[src/rtl/truth_table_sweeper_if.sv]
// Bus between the truth-table sweeper (slave) and the harness that owns the
// netlist and control strobes (master).
// Optional: TT_MISMATCH_MASK_EN adds the mismatch_mask result.
interface truth_table_sweeper_if;
  logic        start;
  logic        abort;
  logic        dut_out;
  logic        drv_in1;
  logic        drv_in2;
  logic        drv_in3;
  logic        drv_in4;
  logic        busy;
  logic        done;
  logic        result_valid;
  logic [15:0] captured_tt;
  logic        pass;
  logic [3:0]  row;
`ifdef TT_MISMATCH_MASK_EN
  logic [15:0] mismatch_mask;
`endif

  modport slave (
    input  start, abort, dut_out,
    output drv_in1, drv_in2, drv_in3, drv_in4,
    output busy, done, result_valid, captured_tt, pass, row
`ifdef TT_MISMATCH_MASK_EN
    , output mismatch_mask
`endif
  );

  modport master (
    output start, abort, dut_out,
    input  drv_in1, drv_in2, drv_in3, drv_in4,
    input  busy, done, result_valid, captured_tt, pass, row
`ifdef TT_MISMATCH_MASK_EN
    , input mismatch_mask
`endif
  );
endinterface

[src/rtl/truth_table_sweeper.sv]
// Truth-table sweeper: drives the 16 rows of a 4-input netlist, lets each row
// settle, samples the synchronised output and assembles the truth-table word
// (row 0 in the MSB), then compares it with EXPECTED.
// Optional: TT_MISMATCH_MASK_EN registers captured_tt ^ EXPECTED in DONE.
module truth_table_sweeper #(
  parameter int unsigned SETTLE_CYCLES = 8,
  parameter logic [15:0] EXPECTED      = 16'hB8AD
) (
  input  logic                 clk,
  input  logic                 rst_n,
  truth_table_sweeper_if.slave bus
);

  typedef enum logic [1:0] {
    S_IDLE   = 2'd0,
    S_DRIVE  = 2'd1,
    S_SAMPLE = 2'd2,
    S_DONE   = 2'd3
  } state_t;

  state_t      r_state;
  state_t      w_next;
  logic [7:0]  r_cnt;
  logic [3:0]  r_row;
  logic [3:0]  r_drv;
  logic [15:0] r_tt;
  logic        r_valid;
  logic        r_pass;
  logic        r_sync1;
  logic        r_sync2;
  logic        w_accept;
`ifdef TT_MISMATCH_MASK_EN
  logic [15:0] r_mask;
`endif

  assign w_accept = bus.start && !bus.abort;

  // State register.
  always_ff @(posedge clk or negedge rst_n) begin
    if (!rst_n) r_state <= S_IDLE;
    else        r_state <= w_next;
  end

  // Next-state logic; abort wins in every active state.
  always_comb begin
    w_next = r_state;
    case (r_state)
      S_IDLE:   if (w_accept) w_next = S_DRIVE;
      S_DRIVE: begin
        if (bus.abort)                                w_next = S_IDLE;
        else if (r_cnt == 8'(SETTLE_CYCLES - 1))      w_next = S_SAMPLE;
      end
      S_SAMPLE: begin
        if (bus.abort)             w_next = S_IDLE;
        else if (r_row == 4'd15)   w_next = S_DONE;
        else                       w_next = S_DRIVE;
      end
      S_DONE:   w_next = S_IDLE;
      default:  w_next = S_IDLE;
    endcase
  end

  // Two-flop synchroniser for the asynchronous netlist output.
  always_ff @(posedge clk or negedge rst_n) begin
    if (!rst_n) begin
      r_sync1 <= 1'b0;
      r_sync2 <= 1'b0;
    end else begin
      r_sync1 <= bus.dut_out;
      r_sync2 <= r_sync1;
    end
  end

  // Sweep datapath: settle counter, row index, drive bits and results.
  always_ff @(posedge clk or negedge rst_n) begin
    if (!rst_n) begin
      r_cnt   <= '0;
      r_row   <= '0;
      r_drv   <= '0;
      r_tt    <= '0;
      r_valid <= 1'b0;
      r_pass  <= 1'b0;
`ifdef TT_MISMATCH_MASK_EN
      r_mask  <= '0;
`endif
    end else begin
      case (r_state)
        S_IDLE: begin
          if (w_accept) begin
            r_cnt   <= '0;
            r_row   <= '0;
            r_drv   <= '0;
            r_tt    <= '0;
            r_valid <= 1'b0;
            r_pass  <= 1'b0;
`ifdef TT_MISMATCH_MASK_EN
            r_mask  <= '0;
`endif
          end
        end
        S_DRIVE, S_SAMPLE, S_DONE: begin
          if (bus.abort) begin
            // captured_tt deliberately keeps its partial content
            r_cnt   <= '0;
            r_row   <= '0;
            r_drv   <= '0;
            r_valid <= 1'b0;
            r_pass  <= 1'b0;
`ifdef TT_MISMATCH_MASK_EN
            r_mask  <= '0;
`endif
          end else if (r_state == S_DRIVE) begin
            r_cnt <= r_cnt + 8'd1;
          end else if (r_state == S_SAMPLE) begin
            r_tt[4'd15 - r_row] <= r_sync2;
            r_cnt <= '0;
            if (r_row == 4'd15) begin
              r_drv <= '0;
            end else begin
              r_row <= r_row + 4'd1;
              r_drv <= r_row + 4'd1;
            end
          end else begin
            r_valid <= 1'b1;
            r_pass  <= (r_tt == EXPECTED);
            r_row   <= '0;
`ifdef TT_MISMATCH_MASK_EN
            r_mask  <= r_tt ^ EXPECTED;
`endif
          end
        end
        default: ;
      endcase
    end
  end

  assign bus.drv_in1      = r_drv[3];
  assign bus.drv_in2      = r_drv[2];
  assign bus.drv_in3      = r_drv[1];
  assign bus.drv_in4      = r_drv[0];
  assign bus.busy         = (r_state != S_IDLE);
  assign bus.done         = (r_state == S_DONE);
  assign bus.result_valid = r_valid;
  assign bus.captured_tt  = r_tt;
  assign bus.pass         = r_pass;
  assign bus.row          = r_row;
`ifdef TT_MISMATCH_MASK_EN
  assign bus.mismatch_mask = r_mask;
`endif

endmodule
[src/flat_wrapper.sv]
// flat-port wrapper written by rule: the top's interface ports become plain ports
module truth_table_sweeper_flat 
#(
  parameter int unsigned SETTLE_CYCLES = 8,
  parameter logic [15:0] EXPECTED      = 16'hB8AD
)
  (clk, rst_n, bus_start, bus_abort, bus_dut_out, bus_drv_in1, bus_drv_in2, bus_drv_in3, bus_drv_in4, bus_busy, bus_done, bus_result_valid, bus_captured_tt, bus_pass, bus_row);
  truth_table_sweeper_if bus_i ();
  input  logic clk;
  input  logic rst_n;
  input wire logic [$bits(bus_i.start)-1:0] bus_start;
  input wire logic [$bits(bus_i.abort)-1:0] bus_abort;
  input wire logic [$bits(bus_i.dut_out)-1:0] bus_dut_out;
  output wire logic [$bits(bus_i.drv_in1)-1:0] bus_drv_in1;
  output wire logic [$bits(bus_i.drv_in2)-1:0] bus_drv_in2;
  output wire logic [$bits(bus_i.drv_in3)-1:0] bus_drv_in3;
  output wire logic [$bits(bus_i.drv_in4)-1:0] bus_drv_in4;
  output wire logic [$bits(bus_i.busy)-1:0] bus_busy;
  output wire logic [$bits(bus_i.done)-1:0] bus_done;
  output wire logic [$bits(bus_i.result_valid)-1:0] bus_result_valid;
  output wire logic [$bits(bus_i.captured_tt)-1:0] bus_captured_tt;
  output wire logic [$bits(bus_i.pass)-1:0] bus_pass;
  output wire logic [$bits(bus_i.row)-1:0] bus_row;
  assign bus_i.start = bus_start;
  assign bus_i.abort = bus_abort;
  assign bus_i.dut_out = bus_dut_out;
  assign bus_drv_in1 = bus_i.drv_in1;
  assign bus_drv_in2 = bus_i.drv_in2;
  assign bus_drv_in3 = bus_i.drv_in3;
  assign bus_drv_in4 = bus_i.drv_in4;
  assign bus_busy = bus_i.busy;
  assign bus_done = bus_i.done;
  assign bus_result_valid = bus_i.result_valid;
  assign bus_captured_tt = bus_i.captured_tt;
  assign bus_pass = bus_i.pass;
  assign bus_row = bus_i.row;
  truth_table_sweeper #(.SETTLE_CYCLES(SETTLE_CYCLES), .EXPECTED(EXPECTED)) u_core (.clk(clk), .rst_n(rst_n), .bus(bus_i));
endmodule
[config.mk]
export PLATFORM = sky130hd
export DESIGN_NAME = truth_table_sweeper_flat
export DESIGN_NICKNAME = d
export VERILOG_FILES = /design/src/rtl/truth_table_sweeper_if.sv /design/src/rtl/truth_table_sweeper.sv /design/src/flat_wrapper.sv
export SDC_FILE = /design/constraint.sdc
export NUM_CORES = 1
export LEC_CHECK = 0
export BUFFER_PORTS_ARGS = -buffer_cell sky130_fd_sc_hd__buf_2
export CORE_MARGIN = 1
export CORE_UTILIZATION = 35
export DETAILED_ROUTE_END_ITERATION = 7
export GPL_ROUTABILITY_DRIVEN = 0
export GPL_TIMING_DRIVEN = 0
export PLACE_DENSITY_LB_ADDON = 0.2
export SYNTH_ARGS = -nofsm -noshare
export SYNTH_HDL_FRONTEND = slang
export SYNTH_SLANG_ARGS = --single-unit
[constraint.sdc]
create_clock -name clk -period 2.2 [get_ports clk]
set_input_delay 0.11 -clock clk [delete_from_list [all_inputs] [get_ports clk]]
set_output_delay 0.11 -clock clk [all_outputs]
set_load 0.05 [all_outputs]
-- After elaboration in Yosys (flattened, before gate mapping)
Cells that the tools add are included.
- flip-flop bits (word level): 38
- bits in latches: 0
- RAM bits: 0
- memory bits (read-only): 0
- bits of input ports: 5
- output and inout port bits: 28
- logic and storage cells: 81
- memories kept: 0
- add/sub/neg operators: 3
- $mul: 0
- div/mod/pow operators: 0
- magnitude comparators: 2
- equality and inequality tests: 16
- shift operators: 0
- muxes and demuxes: 39
- bitwise logic cells: 0
- reductions and logical operators: 12
- operators by type and width (cell ; count):
    $mux 16 ; 4
    $mux 4 ; 9
    $mux 8 ; 4
    $pmux 16 s2 ; 1
    $bwmux 16 ; 1
    $eq 16x16->1 const B ; 1
    $pmux 4 s2 ; 2
    $pmux 8 s2 ; 1
    $mux 2 ; 5
    $reduce_and 3->1 ; 3
    $add 8x1->8 const B ; 1
    $eq 8x3->1 const B ; 1
    $mux 1 ; 8
    $pmux 2 s4 ; 1
    $ne 3x2->1 const B ; 2
    $ne 3x3->1 const B ; 2
    $lt 4x5->1 const B ; 1
    $add 4x1->4 const B ; 1
    $demux 1 s4 ; 1
    $eq 2x2->1 const B ; 2
    $eq 4x4->1 const B ; 1
    $ge 4x1->1 const B ; 1
    $ne 2x1->1 const B ; 2
    $ne 2x2->1 const B ; 2
    12 further kinds ; 15

-- Longest topological paths before layout
Gate-level depths: netlist (run 1).
- depth in word-level cells: 10
- mapped depth: 8
- depth with buffers taken out: 6

-- Worst setup path after synthesis (run 1)
OpenSTA, ideal clock, no wires.
- kind: flip-flop to flip-flop
- start point: reg u_core.r_state[0]
- end point: reg u_core.r_cnt[5]
- setup time: 116 ps
- arrival: 1815 ps
- data required time: 2084 ps
- slack: 269 ps
- cell stages (with the launch flop): 7
- buffers on the path: 0
- period minus slack after synthesis: 1931 ps
- cells stage by stage: dfrtp_1 inv_1 ha_1 inv_1 a21oi_2 or3_1 o311ai_0
- cells in the longest elaborated chain, start to end: 4
- elaborated cells on any way between the ends: 11
- those cells by class: eq/ne (5); mux (3); reduce/logical (3)
- ends and longest elaborated chain (item ; RTL line ; text):
    from (decl) ; truth_table_sweeper.sv:21 ; state_t r_state;
    from (signal assigned) ; truth_table_sweeper.sv:41 ; else r_state <= w_next;
    $eq 2x2->1, or another cell as far along ; truth_table_sweeper.sv:87 ; case (r_state)
    $reduce_or 3->1 / $mux 8 (equally long branches) ; truth_table_sweeper.sv:87, truth_table_sweeper.sv:112 ;
    $ne 4x2->1 (no line) / $mux 8 (equally long branches) ; -- ;
    $reduce_and 2->1 (no line) / $pmux 8 s2 (equally long branches) ; -- ;
    to (signal assigned) ; truth_table_sweeper.sv:113 ; r_cnt <= r_cnt + 8'd1;
    to (decl) ; truth_table_sweeper.sv:23 ; logic [7:0] r_cnt;
Several ways; a longest one is shown, not always the timed one.
A chain may end at the register's enable or synchronous reset.

-- Worst setup path in the final report (run 1)
- start point: reg u_core.r_state[0]
- end point: reg u_core.r_tt[7], in the netlist u_core.bus.captured_tt[7]
- cells in the longest elaborated chain, start to end: 4
- elaborated cells on any way between the ends: 11
- those cells by class: eq/ne (7); mux (1); reduce/logical (3)
- ends and longest elaborated chain (item ; RTL line ; text):
    $eq 2x2->1, or another cell as far along ; truth_table_sweeper.sv:87 ;
    $reduce_or 3->1 ; truth_table_sweeper.sv:87 ;
    $ne 2x2->1 (no line) / $ne 2x1->1 (equally long branches) ; -- ;
    $reduce_and 4->1 (no line) ; -- ;
    to (signal, indexed assignment) ; truth_table_sweeper.sv:115 ; r_tt[4'd15 - r_row] <= r_sync2;
    to (decl) ; truth_table_sweeper.sv:26 ; logic [15:0] r_tt;
Several ways; a longest one is shown, not always the timed one.

==> flow_metrics.tcl, run 1 <==
set metrics [dict create \
    p_switching_mw 1.18 \
    worstSetupStartpointType "register" \
    drt-wirelength-per-cell_um 15.8 \
    cell_variety_after_synth 48 \
    synth_enable_flop_cells 0 \
    clock_path_buffers 2 \
    seqPwrFrac_pct 32.7 \
    peakVddDrop_mv 0.488 \
    post-synth-top-count-cell "sky130_fd_sc_hd__o21ai_0" \
    syn_area_per_cell_um2 9.20 \
    drt_iter0_markers 125 \
    clock_sink_count 38 \
    reg2reg_depth 8 \
    ys.warnings.count 0 \
    switching_share_pct 46.8 \
    buffers_on_ports 32 \
    dr.max_layer_used "met4" \
    clock_tree_from_tritoncts "done" \
    cell_area_synth_mm2 0.00209 \
    grt.total_usage_pct 19.5 \
    post-route-drc-count 0 \
    critPathLaunch "u_core.r_state[0]" \
    worst-endpoint-required_ns 2.36 \
    data_arrival_critical_path_ns 2.21 \
    die_width_um 79.2 \
    tritoncts.num_buffers 5 \
    worstReg2RegStart "u_core.r_state[0]" \
    setup-tns-final_ns 0 \
    crit_type "reg2reg" \
    synth.top_cells.by_area "sky130_fd_sc_hd__dfrtp_1 (46%), sky130_fd_sc_hd__o21ai_0 (9.3%), sky130_fd_sc_hd__ha_1 (6.0%), sky130_fd_sc_hd__a21oi_1 (4.1%), sky130_fd_sc_hd__nand2_1 (3.6%)" \
    routed_wire_length_on_met3_um 255 \
    slew_viol_final 0 \
    number_of_global_route_vias_before_repair 1808 \
    route.detailed.vias_per_inst 5.45 \
    placement.setup.worst_slack_ns 0.0238 \
    design.die.area_mm2 0.00628 \
    floorplan.core_area_mm2 0.00564 \
    design.portCount 33 \
    synthCells 227 \
    grt_remaining_overflow 0 \
    synth.top_cell.area_share_pct 45.5 \
    signed_area_change_from_the_synthesized_netlist_to_the_final_layout_pct 18.0 \
    final_nets 283 \
    hold_viol 0 \
    hold_path_startpoint "bus_abort" \
    worstHoldPathCells 3 \
    cell_type_with_the_largest_total_area_after_synthesis "sky130_fd_sc_hd__dfrtp_1" \
    fmax_mhz 488 \
    leakage_nw 1.16 \
    rsz0062_at_grt "no" \
    cts.reportedPaths.clkPinSlew_ns 0.08 \
    synth_nets 242 \
    async_flop_share_pct 100 \
    worst_skew_pair.late_latency_ns 0.29 \
    drv_cap 0 \
    leading_register_cell_type_out_of_synthesis "sky130_fd_sc_hd__dfrtp_1" \
    cts_setup_buffers 0 \
    crit_fanout 10 \
    share_comb_of_total_power_pct 46.9 \
    initial_utilization_pct 37.0 \
    postRouteAntennaNets 0 \
    postSynthRegisterBits 38 \
    fin_skew_ns 0.0123 \
    global_route_wire_length_before_repair_um 9330 \
    wirelength_um 5380 \
    max_slew.worst_pin.slew_ns 0.897 \
    run_status "finished, final reports clean" \
    die_height_um 79.2 \
    power_frac_clock_pct 20.4 \
    via_count 1859 \
    layout-drive-gt1-share_pct 19.7 \
    final.period_utilization_pct 93.2 \
    netlist_top_cells_count "sky130_fd_sc_hd__o21ai_0 (39), sky130_fd_sc_hd__dfrtp_1 (38), sky130_fd_sc_hd__nand2_1 (20), sky130_fd_sc_hd__a21oi_1 (17)" \
    hold_class "in2reg" \
    core.rowCount 27 \
    met1Wirelength_um 2730 \
    cts-htree-levels 2 \
    antenna_found_initial 0 \
    final_critical_path_setup_slack_ns 0.150 \
    power_density_mw_per_mm2 1030 \
    met2_length_um 2280 \
    synth-seq-area-share_pct 45.5 \
    grt_start_max_net_pins 39 \
    layout_min_cycle_time_ns 2.05 \
    p_int_mw 1.35 \
    max_slew_margin_pct 40.2 \
    critPathCaptureType "register" \
    ctsRootBufferMaster "sky130_fd_sc_hd__clkbuf_8" \
    detailedPlacementHpwl_um 3870 \
    setup_viol 0 \
    antenna_cells 0 \
    firstDrtPassIters 5 \
]
[worst max-delay path, stage by stage (launching register included)]
cell and delay [ns]:
sky130_fd_sc_hd__dfrtp_1 0.41, sky130_fd_sc_hd__inv_1 0.14, sky130_fd_sc_hd__ha_1 0.17, sky130_fd_sc_hd__clkbuf_4 0.21
sky130_fd_sc_hd__inv_1 0.07, sky130_fd_sc_hd__a221o_2 0.44, sky130_fd_sc_hd__buf_2 0.21, sky130_fd_sc_hd__o21ai_0 0.16
sky130_fd_sc_hd__o21ai_0 0.11
[path summary, 6_finish.rpt]
check	to	slack, ns
worst max-delay path	u_core.bus.captured_tt[7]	0.15
worst min register to register	u_core.r_sync2	0.35
worst max register to register	u_core.bus.captured_tt[7]	0.15
worst min-delay path	u_core.r_state[0]	0.21
max in group asynchronous	u_core.bus.captured_tt[5]	1.16
min in group asynchronous	u_core.r_cnt[4]	0.46
[state kept, by name, summed over array words and instances (netlist names)]
name	cells
u_core.bus.row	4
u_core.r_state	2
u_core.bus.result_valid	1
u_core.r_cnt	8
u_core.r_sync2	1
u_core.r_sync1	1
u_core.r_drv	4
u_core.bus.captured_tt	16
u_core.bus.pass	1
[power groups by stage]
stage | Combinational [mW] | Sequential (mW) | Clock [mW]
finish | 1.19 | 0.826 | 0.516
global route | 1.32 | 0.834 | 0.553
CTS | 1.16 | 0.824 | 0.527
detailed placement | 1.16 | 0.837 | 0
global placement | 1.17 | 0.839 | 0
floorplan | 0.726 | 0.951 | 0
[routing by layer]
layer	track usage, %	vias to the layer above
met4	7.82	0
met1	28.6	857
met5	0	-
met2	27.6	68
li1	-	922
met3	4.25	12
[cells in the final DEF, fill, tap and decap left out, types with 3 or more instances in the layout]
cell,n
sky130_fd_sc_hd__nor2_1,7
sky130_fd_sc_hd__clkbuf_8,6
sky130_fd_sc_hd__a32o_1,3
sky130_fd_sc_hd__nand3_1,9
sky130_fd_sc_hd__and3_1,5
sky130_fd_sc_hd__a31oi_1,4
sky130_fd_sc_hd__nor2b_1,4
sky130_fd_sc_hd__buf_2,34
sky130_fd_sc_hd__nand2_1,20
sky130_fd_sc_hd__inv_1,10
sky130_fd_sc_hd__a21o_1,3
sky130_fd_sc_hd__dfrtp_1,38
sky130_fd_sc_hd__a21oi_1,17
sky130_fd_sc_hd__clkbuf_1,6
sky130_fd_sc_hd__nand2b_1,7
sky130_fd_sc_hd__ha_1,10
sky130_fd_sc_hd__o21ai_0,38
[metrics by stage]
stage	cells	utilization (%)	cell area, um^2	total power, mW	hold WS [ns]
CTS	341	43.5	2450	2.51	0.204
detailed placement	331	41.5	2340	1.99	0.219
global placement	331	41.5	2340	2.01	0.219
floorplan	227	-	2090	1.68	-0.186
finish	341	43.7	2460	2.53	0.214
global route	341	43.7	2460	2.71	0.264
[cells by family after synthesis]
group | share of synthesized area, %
AO/OA/AOI/OAI | 26.5
XOR/XNOR | 0.419
AND/OR/NAND/NOR | 17.9
buffers and inverters | 3.72
flip-flops | 45.5
adder cells (fa/ha/maj) | 5.99
[timing repair]
item	4_1_cts	5_1_grt
endpoints found under the setup margin	0	18
endpoints found under the hold margin	39	0
hold buffers	2	0
resized for setup	0	9
[final cells by class]
| cell class | count | area (um^2) |
|---|---|---|
| Timing Repair Buffer | 34 | 180 |
| Inverter | 10 | 37.5 |
| Clock inverter | 2 | 12.5 |
| Clock buffer | 6 | 82.6 |
| Fill cell | 559 | 3180 |
| Multi-Input combinational cell | 169 | 1070 |
| Sequential cell | 38 | 951 |
| Buffer | 10 | 45.0 |
| Tap cell | 72 | 90.1 |
Note: power is estimated with default switching activity, not from simulation.
==> run 2, diff against run 1 <==
Settings changed: CORE_MARGIN 1 to 2.
Clock period 2.2 ns to 2 ns, I/O delays scaled along.
==> run 2 against run 1 <==
Sequential power is 10% higher; worst setup slack worse by 0.041 ns; sequential share of layout area shrank 0.23 points; combinational power is 14% higher; flip-flop and latch count is the same; hold slack better by 0.0062 ns; die area grew 5.1%; clock-buffer cell count stayed put.
==> flow_metrics.tcl, run 2 (synthesis results as in run 1) <==
set metrics [dict create \
    clock_sink_count 38 \
    final.period_utilization_pct 94.6 \
    antenna_found_initial 0 \
    final_critical_path_setup_slack_ns 0.108 \
    layout-drive-gt1-share_pct 21.3 \
    worst-endpoint-required_ns 2.20 \
    final_nets 284 \
    core.rowCount 28 \
    buffers_on_ports 32 \
    grt_start_max_net_pins 39 \
    die_height_um 81.2 \
    route.detailed.vias_per_inst 5.56 \
    antenna_cells 0 \
    total_power_mw 2.79 \
    postRouteAntennaNets 0 \
    detailedPlacementHpwl_um 3800 \
    fmax_mhz 529 \
    layout.area.seq_um2 951 \
    global_route_wire_length_before_repair_um 9000 \
    initial_utilization_pct 35.7 \
    hold_class "in2reg" \
    leakage_nw 1.17 \
    via_count 1908 \
    design.portCount 33 \
    clock_tree_from_tritoncts "done" \
    crit_fanout 9 \
    drt-wirelength-per-cell_um 15.6 \
    signed_area_change_from_the_synthesized_netlist_to_the_final_layout_pct 18.8 \
    rsz0062_at_grt "yes" \
    max_slew.worst_pin.slew_ns 0.867 \
    cts.reportedPaths.clkPinSlew_ns 0.08 \
    most-common-layout-cells "sky130_fd_sc_hd__dfrtp_1 (38), sky130_fd_sc_hd__o21ai_0 (36), sky130_fd_sc_hd__buf_2 (34)" \
    drt_iter0_markers 193 \
    combined_area_of_the_multi_input_logic_cells_mm2 0.00107 \
    die_width_um 81.2 \
    wirelength_um 5350 \
    layout.cells.most_common "sky130_fd_sc_hd__dfrtp_1" \
    peakVddDrop_mv 0.575 \
    grt.total_usage_pct 17.8 \
    grt_remaining_overflow 0 \
    clock_path_buffers 2 \
    worst_skew_pair.late_latency_ns 0.29 \
    cts-htree-levels 2 \
    fin_skew_ns 0.0102 \
    slew_viol_final 0 \
    post-route-drc-count 0 \
    critPathCaptureType "register" \
    tritoncts.num_buffers 5 \
    layout_min_cycle_time_ns 1.89 \
    hold_viol 0 \
    ctsRootBufferMaster "sky130_fd_sc_hd__clkbuf_8" \
    fillCellCount 576 \
    firstDrtPassIters 5 \
    data_arrival_critical_path_ns 2.09 \
    setup_viol 0 \
    power_density_mw_per_mm2 1130 \
    run_status "finished, final reports clean" \
    crit_type "reg2reg" \
    floorplan.core_area_mm2 0.00585 \
    max_slew_margin_pct 42.2 \
    design.die.area_mm2 0.00660 \
    placement.setup.worst_slack_ns -0.135 \
    worstSetupStartpointType "register" \
    largest_register_ffs 16 \
    number_of_global_route_vias_before_repair 1772 \
    drv_cap 0 \
]
-- run 2: cell count changes in the layout (fill, tap and decap cells not counted) --
cell,delta
sky130_fd_sc_hd__clkinv_2,-1
sky130_fd_sc_hd__buf_4,+3
sky130_fd_sc_hd__inv_1,-2
sky130_fd_sc_hd__o21ai_0,-2
sky130_fd_sc_hd__nor3_2,-1
sky130_fd_sc_hd__ha_1,-1
sky130_fd_sc_hd__o21ai_1,+2
sky130_fd_sc_hd__nor3_4,+1
sky130_fd_sc_hd__clkinvlp_4,-1
sky130_fd_sc_hd__clkbuf_1,-2
sky130_fd_sc_hd__inv_2,+2
sky130_fd_sc_hd__ha_2,+1
-- run 2: path summary, 6_finish.rpt --
check / slack [ns] / start / end / cells past startpoint
setup reg to reg: 0.11 / u_core.r_state[0] / u_core.bus.captured_tt[6] / 7
max in group asynchronous: 0.99 / rst_n / u_core.bus.captured_tt[5] / 2
min in group asynchronous: 0.46 / rst_n / u_core.r_cnt[7] / 2
hold / removal: 0.22 / bus_abort / u_core.r_state[0] / 3
hold reg to reg: 0.35 / u_core.r_sync1 / u_core.r_sync2 / 0
setup / recovery: 0.11 / u_core.r_state[0] / u_core.bus.captured_tt[6] / 7
-- run 2: timing repair --
| action | in CTS | in global routing |
|---|---|---|
| hold buffers | 2 | 0 |
| hold endpoints to repair | 39 | 0 |
| gates cloned | 0 | 0 |
| setup endpoints to repair | 19 | 24 |
| pin swaps | 1 | 1 |
| setup buffers | 0 | 2 |
| resized for setup | 6 | 10 |
-- run 2: worst max-delay path, stage by stage (launching register included) --
cell and delay (ns):
sky130_fd_sc_hd__dfrtp_1 0.39, sky130_fd_sc_hd__inv_2 0.07, sky130_fd_sc_hd__ha_1 0.20, sky130_fd_sc_hd__or2_2 0.28
sky130_fd_sc_hd__buf_2 0.19, sky130_fd_sc_hd__nor3_4 0.29, sky130_fd_sc_hd__nand2_1 0.15, sky130_fd_sc_hd__o21ai_0 0.22
-- run 2: per-layer routing --
metal	share of wire, %	global-route usage [%]
met1	49	25.8
met2	43	26.4
met3	5.9	3.78
met4	2.1	5.93
met5	0	0
-- run 2: power by group --
group | internal (mW) | leakage [nW] | total, mW | switching, mW
sequential | 0.841 | 0.516 | 0.910 | 0.0695
combinational | 0.408 | 0.606 | 1.36 | 0.950
clock | 0.266 | 0.0431 | 0.522 | 0.257
total | 1.51 | 1.17 | 2.79 | 1.28
-- run 2: final cells by class --
cell class	instances	area share, %
Multi-Input combinational cell	169	43.3
Sequential cell	38	38.3
Timing Repair Buffer	36	7.87
Tap cell	75	3.78
Clock buffer	6	3.33
Buffer	9	1.82
Inverter	10	1.51
-- run 2: through the flow --
| stage | hold slack (ns) | std cells | util, % | cell area [um^2] | TNS [ns] |
|---|---|---|---|---|---|
| finish | 0.220 | 343 | 42.4 | 2480 | 0 |
| detailed placement | 0.211 | 334 | 40.0 | 2340 | -1.87 |
| floorplan | -0.196 | 227 | - | 2090 | 0 |
| CTS | 0.213 | 342 | 42.0 | 2460 | 0 |
| global placement | 0.209 | 334 | 40.0 | 2340 | -1.40 |
| global route | 0.259 | 343 | 42.4 | 2480 | -0.00667 |
